==> src/rtl/lcd_pkg.sv <==
// Shared widths, RGB565 packing, pattern-mode encoding and bar colour table
// for the LCD timing/pattern path.
package lcd_pkg;

   localparam int R_W      = 5;
   localparam int G_W      = 6;
   localparam int B_W      = 5;
   localparam int RGB_W    = R_W + G_W + B_W;
   localparam int NUM_BARS = 8;

   typedef logic [RGB_W-1:0] rgb_t;

   typedef enum logic [1:0] {
      BARS  = 2'd0,
      GRID  = 2'd1,
      GRAD  = 2'd2,
      SOLID = 2'd3
   } mode_e;

   localparam rgb_t WHITE = 16'hFFFF;
   localparam rgb_t BLACK = 16'h0000;

   // Left-to-right colour bars: white, yellow, cyan, green, magenta, red, blue, black.
   localparam rgb_t BAR_TABLE [NUM_BARS] = '{
      16'hFFFF, 16'hFFE0, 16'h07FF, 16'h07E0,
      16'hF81F, 16'hF800, 16'h001F, 16'h0000
   };

   // Red occupies the MSBs, blue the LSBs.
   function automatic rgb_t pack_rgb(input logic [R_W-1:0] r,
                                     input logic [G_W-1:0] g,
                                     input logic [B_W-1:0] b);
      return {r, g, b};
   endfunction

endpackage

==> src/rtl/lcd_timing_gen_if.sv <==
// Signal bundle between lcd_timing_gen (master), its pixel source and the panel.
// PixReq is a request without back-pressure: the source returns PixRGB in the same cycle.
interface lcd_timing_gen_if
   import lcd_pkg::*;
#(
   parameter int H_ACTIVE = 480,
   parameter int V_ACTIVE = 272
);

   localparam int X_W = $clog2(H_ACTIVE);
   localparam int Y_W = $clog2(V_ACTIVE);

   logic [1:0]     Mode;
   rgb_t           SolidRGB;
   rgb_t           PixRGB;
   logic           PixReq;
   logic [X_W-1:0] PixX;
   logic [Y_W-1:0] PixY;
   logic           FrameStart;
   logic           LCD_DE;
   logic           LCD_HSYNC;
   logic           LCD_VSYNC;
   logic [R_W-1:0] LCD_R;
   logic [G_W-1:0] LCD_G;
   logic [B_W-1:0] LCD_B;

   modport master (
      input  Mode, SolidRGB, PixRGB,
      output PixReq, PixX, PixY, FrameStart,
      output LCD_DE, LCD_HSYNC, LCD_VSYNC, LCD_R, LCD_G, LCD_B
   );

   modport slave (
      output Mode, SolidRGB, PixRGB,
      input  PixReq, PixX, PixY, FrameStart,
      input  LCD_DE, LCD_HSYNC, LCD_VSYNC, LCD_R, LCD_G, LCD_B
   );

endinterface

==> src/rtl/lcd_pattern_gen.sv <==
// Combinational test-pattern colour for the current stage-1 pixel.
// Instantiated by lcd_timing_gen only when LCD_TIMING_PATTERN_EN is defined.
module lcd_pattern_gen
   import lcd_pkg::*;
#(
   parameter int H_ACTIVE = 480,
   parameter int V_ACTIVE = 272,
   parameter int X_W      = $clog2(H_ACTIVE),
   parameter int Y_W      = $clog2(V_ACTIVE)
) (
   input  mode_e          mode,
   input  logic [X_W-1:0] pix_x,
   input  logic [Y_W-1:0] pix_y,
   input  logic [2:0]     bar_idx,
   input  rgb_t           solid,
   output rgb_t           rgb
);

   logic [7:0] x8;
   logic       on_grid;

   always_comb begin
      x8      = 8'(pix_x);
      on_grid = (pix_x[3:0] == 4'd0) || (pix_y[3:0] == 4'd0) ||
                (pix_x == X_W'(H_ACTIVE - 1)) || (pix_y == Y_W'(V_ACTIVE - 1));
      rgb     = BLACK;
      case (mode)
         BARS:    rgb = BAR_TABLE[bar_idx];
         GRID:    rgb = on_grid ? WHITE : BLACK;
         // Gradient deliberately wraps every 256 columns.
         GRAD:    rgb = pack_rgb(x8[7:3], x8[7:2], x8[7:3]);
         SOLID:   rgb = solid;
         default: rgb = BLACK;
      endcase
   end

endmodule

==> src/rtl/lcd_timing_gen.sv <==
// Parametrised RGB565 LCD timing generator with pixel-request interface.
// Define LCD_TIMING_PATTERN_EN to embed the test-pattern engine instead of using PixRGB.
module lcd_timing_gen
   import lcd_pkg::*;
#(
   parameter int H_ACTIVE = 480,
   parameter int H_FP     = 2,
   parameter int H_SYNC   = 41,
   parameter int H_BP     = 2,
   parameter int V_ACTIVE = 272,
   parameter int V_FP     = 2,
   parameter int V_SYNC   = 10,
   parameter int V_BP     = 2,
   parameter bit HS_POL   = 1'b0,
   parameter bit VS_POL   = 1'b0
) (
   input logic              PixelClk,
   input logic              RST,
   lcd_timing_gen_if.master bus
);

   localparam int H_TOTAL = H_SYNC + H_BP + H_ACTIVE + H_FP;
   localparam int V_TOTAL = V_SYNC + V_BP + V_ACTIVE + V_FP;
   localparam int H_OFF   = H_SYNC + H_BP;
   localparam int V_OFF   = V_SYNC + V_BP;
   localparam int H_W     = $clog2(H_TOTAL);
   localparam int V_W     = $clog2(V_TOTAL);
   localparam int X_W     = $clog2(H_ACTIVE);
   localparam int Y_W     = $clog2(V_ACTIVE);

   logic [H_W-1:0] h;
   logic [V_W-1:0] v;
   logic           h_act;
   logic           v_act;
   logic           active;
   logic           frame_origin;
   logic [X_W-1:0] x_next;
   logic [Y_W-1:0] y_next;

   logic           s1_de;
   logic           s1_hs;
   logic           s1_vs;
   logic           s1_fs;
   logic [X_W-1:0] s1_x;
   logic [Y_W-1:0] s1_y;

   logic           lcd_de;
   logic           lcd_hs;
   logic           lcd_vs;
   logic           frame_start;
   rgb_t           rgb_q;
   rgb_t           pix_rgb;

   always_ff @(posedge PixelClk) begin
      if (RST) begin
         h <= '0;
         v <= '0;
      end else if (h == H_W'(H_TOTAL - 1)) begin
         h <= '0;
         v <= (v == V_W'(V_TOTAL - 1)) ? '0 : v + 1'b1;
      end else begin
         h <= h + 1'b1;
      end
   end

   always_comb begin
      h_act        = (h >= H_W'(H_OFF)) && (h < H_W'(H_OFF + H_ACTIVE));
      v_act        = (v >= V_W'(V_OFF)) && (v < V_W'(V_OFF + V_ACTIVE));
      active       = h_act && v_act;
      frame_origin = (h == '0) && (v == '0);
      x_next       = X_W'(h - H_W'(H_OFF));
      y_next       = Y_W'(v - V_W'(V_OFF));
   end

   // Stage 1: pixel request and coordinates, one cycle ahead of the panel.
   always_ff @(posedge PixelClk) begin
      if (RST) begin
         s1_de <= 1'b0;
         s1_hs <= 1'b0;
         s1_vs <= 1'b0;
         s1_fs <= 1'b0;
         s1_x  <= '0;
         s1_y  <= '0;
      end else begin
         s1_de <= active;
         s1_hs <= (h < H_W'(H_SYNC));
         s1_vs <= (v < V_W'(V_SYNC));
         s1_fs <= frame_origin;
         s1_x  <= active ? x_next : '0;
         s1_y  <= active ? y_next : '0;
      end
   end

`ifdef LCD_TIMING_PATTERN_EN
   localparam int BAR_W  = H_ACTIVE / 8;
   localparam int BP_W   = $clog2(BAR_W);

   mode_e           mode_q;
   logic [BP_W-1:0] bar_px;
   logic [2:0]      bar_idx;
   rgb_t            pat_rgb;
   logic            unused_pix;

   // Mode only changes at the frame origin so a frame is never mixed.
   always_ff @(posedge PixelClk) begin
      if (RST) begin
         mode_q <= BARS;
      end else if (frame_origin) begin
         mode_q <= mode_e'(bus.Mode);
      end
   end

   // Bar counter runs alongside s1_x; any columns beyond 8*BAR_W stay on bar 7.
   always_ff @(posedge PixelClk) begin
      if (RST || !active || (h == H_W'(H_OFF))) begin
         bar_px  <= '0;
         bar_idx <= '0;
      end else if (bar_px == BP_W'(BAR_W - 1)) begin
         bar_px  <= '0;
         bar_idx <= (bar_idx == 3'd7) ? 3'd7 : bar_idx + 3'd1;
      end else begin
         bar_px  <= bar_px + 1'b1;
      end
   end

   lcd_pattern_gen #(
      .H_ACTIVE (H_ACTIVE),
      .V_ACTIVE (V_ACTIVE),
      .X_W      (X_W),
      .Y_W      (Y_W)
   ) u_pattern (
      .mode    (mode_q),
      .pix_x   (s1_x),
      .pix_y   (s1_y),
      .bar_idx (bar_idx),
      .solid   (bus.SolidRGB),
      .rgb     (pat_rgb)
   );

   assign pix_rgb    = pat_rgb;
   assign unused_pix = ^bus.PixRGB;
`else
   logic unused_cfg;

   assign pix_rgb    = bus.PixRGB;
   assign unused_cfg = ^{bus.Mode, bus.SolidRGB};
`endif

   // Stage 2: panel outputs with polarity applied; colour blanked outside DE.
   always_ff @(posedge PixelClk) begin
      if (RST) begin
         lcd_de      <= 1'b0;
         lcd_hs      <= ~HS_POL;
         lcd_vs      <= ~VS_POL;
         frame_start <= 1'b0;
         rgb_q       <= '0;
      end else begin
         lcd_de      <= s1_de;
         lcd_hs      <= s1_hs ? HS_POL : ~HS_POL;
         lcd_vs      <= s1_vs ? VS_POL : ~VS_POL;
         frame_start <= s1_fs;
         rgb_q       <= s1_de ? pix_rgb : '0;
      end
   end

   assign bus.PixReq     = s1_de;
   assign bus.PixX       = s1_x;
   assign bus.PixY       = s1_y;
   assign bus.FrameStart = frame_start;
   assign bus.LCD_DE     = lcd_de;
   assign bus.LCD_HSYNC  = lcd_hs;
   assign bus.LCD_VSYNC  = lcd_vs;
   assign bus.LCD_R      = rgb_q[RGB_W-1 -: R_W];
   assign bus.LCD_G      = rgb_q[B_W +: G_W];
   assign bus.LCD_B      = rgb_q[0 +: B_W];

endmodule

==> src/flat_wrapper.sv <==
// flat-port wrapper written by rule: the top's interface ports become plain ports
module lcd_timing_gen_flat import lcd_pkg::*;
#(
   parameter int H_ACTIVE = 480,
   parameter int H_FP     = 2,
   parameter int H_SYNC   = 41,
   parameter int H_BP     = 2,
   parameter int V_ACTIVE = 272,
   parameter int V_FP     = 2,
   parameter int V_SYNC   = 10,
   parameter int V_BP     = 2,
   parameter bit HS_POL   = 1'b0,
   parameter bit VS_POL   = 1'b0
)
  (PixelClk, RST, bus_Mode, bus_SolidRGB, bus_PixRGB, bus_PixReq, bus_PixX, bus_PixY, bus_FrameStart, bus_LCD_DE, bus_LCD_HSYNC, bus_LCD_VSYNC, bus_LCD_R, bus_LCD_G, bus_LCD_B);
  lcd_timing_gen_if #(.H_ACTIVE(H_ACTIVE), .V_ACTIVE(V_ACTIVE)) bus_i ();
  input logic PixelClk;
  input logic RST;
  input wire logic [$bits(bus_i.Mode)-1:0] bus_Mode;
  input wire logic [$bits(bus_i.SolidRGB)-1:0] bus_SolidRGB;
  input wire logic [$bits(bus_i.PixRGB)-1:0] bus_PixRGB;
  output wire logic [$bits(bus_i.PixReq)-1:0] bus_PixReq;
  output wire logic [$bits(bus_i.PixX)-1:0] bus_PixX;
  output wire logic [$bits(bus_i.PixY)-1:0] bus_PixY;
  output wire logic [$bits(bus_i.FrameStart)-1:0] bus_FrameStart;
  output wire logic [$bits(bus_i.LCD_DE)-1:0] bus_LCD_DE;
  output wire logic [$bits(bus_i.LCD_HSYNC)-1:0] bus_LCD_HSYNC;
  output wire logic [$bits(bus_i.LCD_VSYNC)-1:0] bus_LCD_VSYNC;
  output wire logic [$bits(bus_i.LCD_R)-1:0] bus_LCD_R;
  output wire logic [$bits(bus_i.LCD_G)-1:0] bus_LCD_G;
  output wire logic [$bits(bus_i.LCD_B)-1:0] bus_LCD_B;
  assign bus_i.Mode = bus_Mode;
  assign bus_i.SolidRGB = bus_SolidRGB;
  assign bus_i.PixRGB = bus_PixRGB;
  assign bus_PixReq = bus_i.PixReq;
  assign bus_PixX = bus_i.PixX;
  assign bus_PixY = bus_i.PixY;
  assign bus_FrameStart = bus_i.FrameStart;
  assign bus_LCD_DE = bus_i.LCD_DE;
  assign bus_LCD_HSYNC = bus_i.LCD_HSYNC;
  assign bus_LCD_VSYNC = bus_i.LCD_VSYNC;
  assign bus_LCD_R = bus_i.LCD_R;
  assign bus_LCD_G = bus_i.LCD_G;
  assign bus_LCD_B = bus_i.LCD_B;
  lcd_timing_gen #(.H_ACTIVE(H_ACTIVE), .H_FP(H_FP), .H_SYNC(H_SYNC), .H_BP(H_BP), .V_ACTIVE(V_ACTIVE), .V_FP(V_FP), .V_SYNC(V_SYNC), .V_BP(V_BP), .HS_POL(HS_POL), .VS_POL(VS_POL)) u_core (.PixelClk(PixelClk), .RST(RST), .bus(bus_i));
endmodule
==> config.mk <==
export PLATFORM = sky130hd
export DESIGN_NAME = lcd_timing_gen_flat
export DESIGN_NICKNAME = d
export VERILOG_FILES = /design/src/rtl/lcd_pkg.sv /design/src/rtl/lcd_timing_gen_if.sv /design/src/rtl/lcd_pattern_gen.sv /design/src/rtl/lcd_timing_gen.sv /design/src/flat_wrapper.sv
export SDC_FILE = /design/constraint.sdc
export NUM_CORES = 1
export LEC_CHECK = 0
export BUFFER_PORTS_ARGS = -buffer_cell sky130_fd_sc_hd__buf_2
export CAP_MARGIN = 20
export CORE_UTILIZATION = 50
export DETAILED_ROUTE_END_ITERATION = 16
export GPL_ROUTABILITY_DRIVEN = 1
export PLACE_DENSITY = 0.74
export SYNTH_ARGS = -nofsm -noshare
export SYNTH_HDL_FRONTEND = slang
export SYNTH_SLANG_ARGS = --single-unit
==> constraint.sdc <==
create_clock -name PixelClk -period 2.55 [get_ports PixelClk]
set_input_delay 0 -clock PixelClk [delete_from_list [all_inputs] [get_ports PixelClk]]
set_output_delay 0 -clock PixelClk [all_outputs]
set_load 0.02 [all_outputs]
# Word-level counts from Yosys, hierarchy flattened
# Index checks and enable logic that the tools add are counted.
[word_totals] register_bits=61 in_bits=36 out_inout_bits=39 elab_cells=39
[op_classes] n_addsub=4 order_cmp=6 eq_ne=2 mux=3 n_bitwise=2 n_reduce_logical=9
[ops] cell="10-bit by 1-bit adder with 10-bit output (second input constant)" n=1
[ops] cell="10-bit equality test (second input constant)" n=1
[ops] cell="10-bit by 6-bit >= comparator with 1-bit output (second input constant)" n=1
[ops] cell="10-bit zero test" n=1
[ops] cell="10-bit less-than comparator (second input constant)" n=1
[ops] cell="10-bit by 6-bit less-than comparator with 1-bit output (second input constant)" n=1
[ops] cell="9-bit by 1-bit adder with 9-bit output (second input constant)" n=1
[ops] cell="9-bit equality test (second input constant)" n=1
[ops] cell="9-bit by 4-bit >= comparator with 1-bit output (second input constant)" n=1
[ops] cell="9-bit zero test" n=1
[ops] cell="9-bit by 4-bit less-than comparator with 1-bit output (second input constant)" n=1
[ops] cell="9-bit less-than comparator (second input constant)" n=1
[ops] cell="9-bit two-way mux" n=1
[ops] cell="9-bit by 4-bit subtractor with 9-bit output (second input constant)" n=1
[ops] cell="9-bit by 6-bit subtractor with 9-bit output (second input constant)" n=1
[ops] cell="2-bit OR reduction" n=3
[ops] cell="1-bit logical AND" n=4
[ops] cell="1-bit two-way mux" n=2
[ops] cell="1-bit inverter" n=2

# Longest topological paths before layout
[logic_depth] word_depth=5 mapped_depth=7 mapped_depth_nobuf=6

# Least setup slack after synthesis
# No wires, ideal clock.
[synth_timing] path_type="flip-flop to flip-flop" from="register u_core.v[2]" to="register u_core.s1_y[6], in the netlist u_core.bus.PixY[6]" setup_time_ns=0.062 t_arrival_ns=1.769 t_required_ns=2.488 path_slack_ns=0.719 path_stages_with_launch=7 n_path_buf=1 synth_period_minus_slack_ns=1.831 path_cell_list="dfxtp_1 > ha_1 > inv_1 > o311ai_0 > o2111ai_4 > buf_6 > nor2_2"
[synth_between] elab_chain_len=5 word_cells_on_any_way=7 cone_classes="add/sub: 1; order compare: 2; bitwise: 1; reduce/logical: 3"
[synth_lines] item="start: declaration" line_no="lcd_timing_gen.sv:32" rtl="logic [V_W-1:0] v;"
[synth_lines] item="start signal: assignment" line_no="lcd_timing_gen.sv:60" rtl="v <= (v == V_W'(V_TOTAL - 1)) ? '0 : v + 1'b1;"
[synth_lines] item="9-bit by 4-bit >= comparator with 1-bit output or 9-bit less-than comparator (tied branches)" line_no="lcd_timing_gen.sv:68" rtl="v_act = (v >= V_W'(V_OFF)) && (v < V_W'(V_OFF + V_ACTIVE));"
[synth_lines] item="1-bit logical AND" line_no="lcd_timing_gen.sv:68"
[synth_lines] item="1-bit logical AND" line_no="lcd_timing_gen.sv:69" rtl="active = h_act && v_act;"
[synth_lines] item="1-bit inverter (no source line)"
[synth_lines] item="2-bit OR reduction (no source line)"
[synth_lines] item="end signal: assignment" line_no="lcd_timing_gen.sv:90" rtl="s1_y <= active ? y_next : '0;"
[synth_lines] item="end: declaration" line_no="lcd_timing_gen.sv:45" rtl="logic [Y_W-1:0] s1_y;"
# Several ways; a longest one is shown, not always the timed one.
# A chain may end at the register's enable or synchronous reset.

# Worst setup path in the final report
[layout_timing] from="register u_core.v[3]" to="register u_core.s1_y[1], in the netlist u_core.bus.PixY[1]"
[layout_between] elab_chain_len=5 word_cells_on_any_way=6 cone_classes="order compare: 2; bitwise: 1; reduce/logical: 3"
[layout_lines] item="9-bit by 4-bit >= comparator with 1-bit output or 9-bit less-than comparator (tied branches)" line_no="lcd_timing_gen.sv:68"
[layout_lines] item="1-bit logical AND *" line_no="lcd_timing_gen.sv:68"
[layout_lines] item="1-bit logical AND *" line_no="lcd_timing_gen.sv:69"
[layout_lines] item="1-bit inverter (no source line) *"
[layout_lines] item="2-bit OR reduction (no source line) *"
# Every way passes the cells marked *; elsewhere a longest branch is shown, timed or not.

==> run metrics <==
status=completed; grt total ovfl=0; CP peak stage delay=about 530 ps; Mapped Area=about 0.0024 mm²; CP Launch Type=flop; GPL Wtd Cong=about 0.87; Worst Setup SP=u_core.v[3]; Syn. warnings=0; DR WL/cell=~13 µm; CP max-delay cell=o311ai_0; unrepaired setup endpoints after global routing=false; worst path cell trace=ha_1, inv_1, o311ai_0, o2111ai_4, buf_4, nor2_1; Worst Max-Slew Pin Slew=between 800 and 900 ps; vias in the first global route=~1800; clock slew at reported path FFs=about 70 ps; share of cells above drive strength 1=26.0%; DR pass1 iterations=4; clock sink count=a little over 60; PD cells=about 640 mW/mm²; via count=approximately 2000; final setup fails=0; Reg2Reg Depth=6; Crit path max-delay family=compound AO/OA/AOI/OAI gates; I/O Buffers=56; # rows=24; H-tree Lvls=3; filler instances=around 330; I/O Pins=75; vias per cell=5.15; crit path kind=flop to flop; Slew Limit Fails=0; Antenna Cells=0; Final ANT Viol Nets=0; library cells used by synthesis=45; post-synthesis sequential area ratio=between 50% and 60%; post-synthesis async set-or-reset flop share=0%; worst slack at placement=412 ps; clock skew=approximately 7.7 ps; CTS Buf Count=9; global-route wire length before repair=8180 µm; Max-slew headroom=a little under half; Die Ht=about 72 µm; part of the cycle the worst path needs=between 80% and 90%; area delta synth->final=29.3%; final hold vios=0; critical path capture point type=flop; CP required=2820 ps; HPWL Detailed=approximately 3200 µm; largest net degree at the start of global routing=18; Worst Hold Depth=2; max cap viols=0; achievable clock frequency=around 460 MHz; Crit path arrival time=between 2000 and 2500 ps; overall global routing resource usage=between 20% and 30%; #FFs+latches synth=between 60 and 70; M3 GR Usage=under 10%; setup TNS=0 ps; Die Wd=between 70 and 80 µm; final WL=between 5000 and 6000 µm; die area=0.00513 mm²; Post-Synthesis Cells=around 250; initial DRC count=approximately 110; maximum buffer depth of the clock tree=2; DRC=0; Leakage=1.49 nW; CP max FO=10; initial antenna violation count=0; worst hold path class=input port to flop; met2 GRT Util=32.1%; Core Util, Final=between 60% and 70%; multi-input gate area in the final layout=approximately 0.0011 mm²; CTS root buf=clkbuf_8; EDFF count, synth=0; Syn Area/Cell=9.54 µm²; peak supply drop=0.420 mV; Period minus WS final=2170 ps; Final nets=around 370; Starting Density=about 54%; instance count on the critical path=6; worst skew pair latency=around 330 ps; register area=approximately 0.0012 mm²; M1 GR Usage=27.0%; hold path startpoint=RST; Post-Syn Nets=roughly 300; total core area=between 0.004 and 0.005 mm²; final setup margin=384 ps; gr busiest metal=met2; Reg-to-Reg Start=u_core.v[3]; CTS tree=built; Synth Flop Type=dfxtp_1; Worst Path Buf+Inv=2
==> layer usage <==
metal  vias to the layer above  wire length [µm]
met5                         -                 0
li1                       1011                 -
met2                        84              2240
met1                       887              2360
met3                        10               397
met4                         0                89
==> power breakdown <==
group	total, mW	internal [mW]	switching, mW
registers	0.969	0.963	0.00662
clock network	0.945	0.575	0.371
logic	0.0816	0.0424	0.0392
total	2.00	1.58	0.417
==> repair_timing <==
| item | CTS | global route |
|---|---|---|
| buffers inserted | 0 | 0 |
| hold buffers | 16 | 0 |
| resized for setup | 0 | 0 |
| hold endpoints to repair | 16 | 0 |
| setup endpoints to repair | 0 | 0 |
==> final timing paths <==
| kind | slack (ps) | to |
|---|---|---|
| setup / recovery | 380 | u_core.bus.PixY[1] |
| hold / removal | 50 | u_core.bus.FrameStart |
| setup reg to reg | 380 | u_core.bus.PixY[1] |
| hold reg to reg | 380 | u_core.bus.LCD_HSYNC |
==> stage by stage <==
| step | hold WS, ps | std cells | area, µm² | power (mW) |
|---|---|---|---|---|
| floorplan | 122 | 254 | 2420 | 1.03 |
| global placement | 202 | 355 | 2750 | 1.05 |
| detailed placement | 203 | 355 | 2750 | 1.05 |
| CTS | 28.9 | 387 | 3130 | 2.02 |
| global route | 78.7 | 387 | 3130 | 2.07 |
| finish | 49.8 | 387 | 3130 | 2.00 |
==> final cells by class <==
class	instances	share of cell area (%)
Timing Repair Buffer	79	15.7
Inverter	12	1.44
Multi-Input combinational cell	167	34.6
Tap cell	52	2.08
Clock inverter	6	2.76
Sequential cell	61	39.0
Clock buffer	10	4.39
==> Yosys cell counts, types with 3 or more instances <==
library cell / n / area, µm²
xor2_1: 14 / 123
nor2_1: 32 / 120
a21oi_1: 11 / 55.1
and2_1: 17 / 106
nand4_1: 7 / 43.8
and3_1: 5 / 31.3
clkbuf_1: 8 / 30.0
ha_1: 8 / 100
a32o_1: 3 / 30.0
o21ai_0: 6 / 30.0
buf_2: 4 / 20.0
inv_1: 11 / 41.3
nor2b_1: 3 / 18.8
nor3_1: 5 / 25.0
xnor2_1: 3 / 26.3
nand3_1: 9 / 45.0
dfxtp_1: 61 / 1220
nand2_1: 14 / 52.6
==> cells in the final DEF, fill, tap and decap left out, types with 5 or more instances in the layout <==
master         instances
a21oi_1               11
and2_1                17
and3_1                 5
buf_2                 56
buf_4                  7
clkbuf_8              10
dfxtp_1               61
dlygate4sd3_1         16
ha_1                   8
inv_1                 11
nand2_1               14
nand3_1                9
nand4_1                7
nor2_1                32
nor3_1                 5
o21ai_0                6
xor2_1                14
==> logic make-up (layout without fill, tap and decap cells) <==
family | count (synthesis) | after routing | synth area share, %
simple gates | 108 | 108 | 23.4
flops | 61 | 61 | 50.4
fa+ha+maj | 8 | 8 | 4.13
buf+inv | 26 | 107 | 4.86
xor+xnor | 17 | 17 | 6.15
compound gates | 34 | 34 | 11.1
==> state kept, by name, summed over array words and instances, names as in the netlist <==
name / count
u_core.bus.FrameStart: 1
u_core.bus.LCD_DE: 1
u_core.bus.LCD_HSYNC: 1
u_core.bus.LCD_VSYNC: 1
u_core.bus.PixReq: 1
u_core.bus.PixX: 9
u_core.bus.PixY: 9
u_core.h: 10
u_core.rgb_q: 16
u_core.s1_fs: 1
u_core.s1_hs: 1
u_core.s1_vs: 1
u_core.v: 9
==> worst register-to-register path: cells and delay by family, from the launching register on <==
kind | cells | cell delay [ps]
simple gates | 1 | 110
buf+inv | 2 | 340
fa+ha+maj | 1 | 350
compound gates | 2 | 850
flops | 1 | 450
Note: power is estimated with default switching activity, not from simulation.
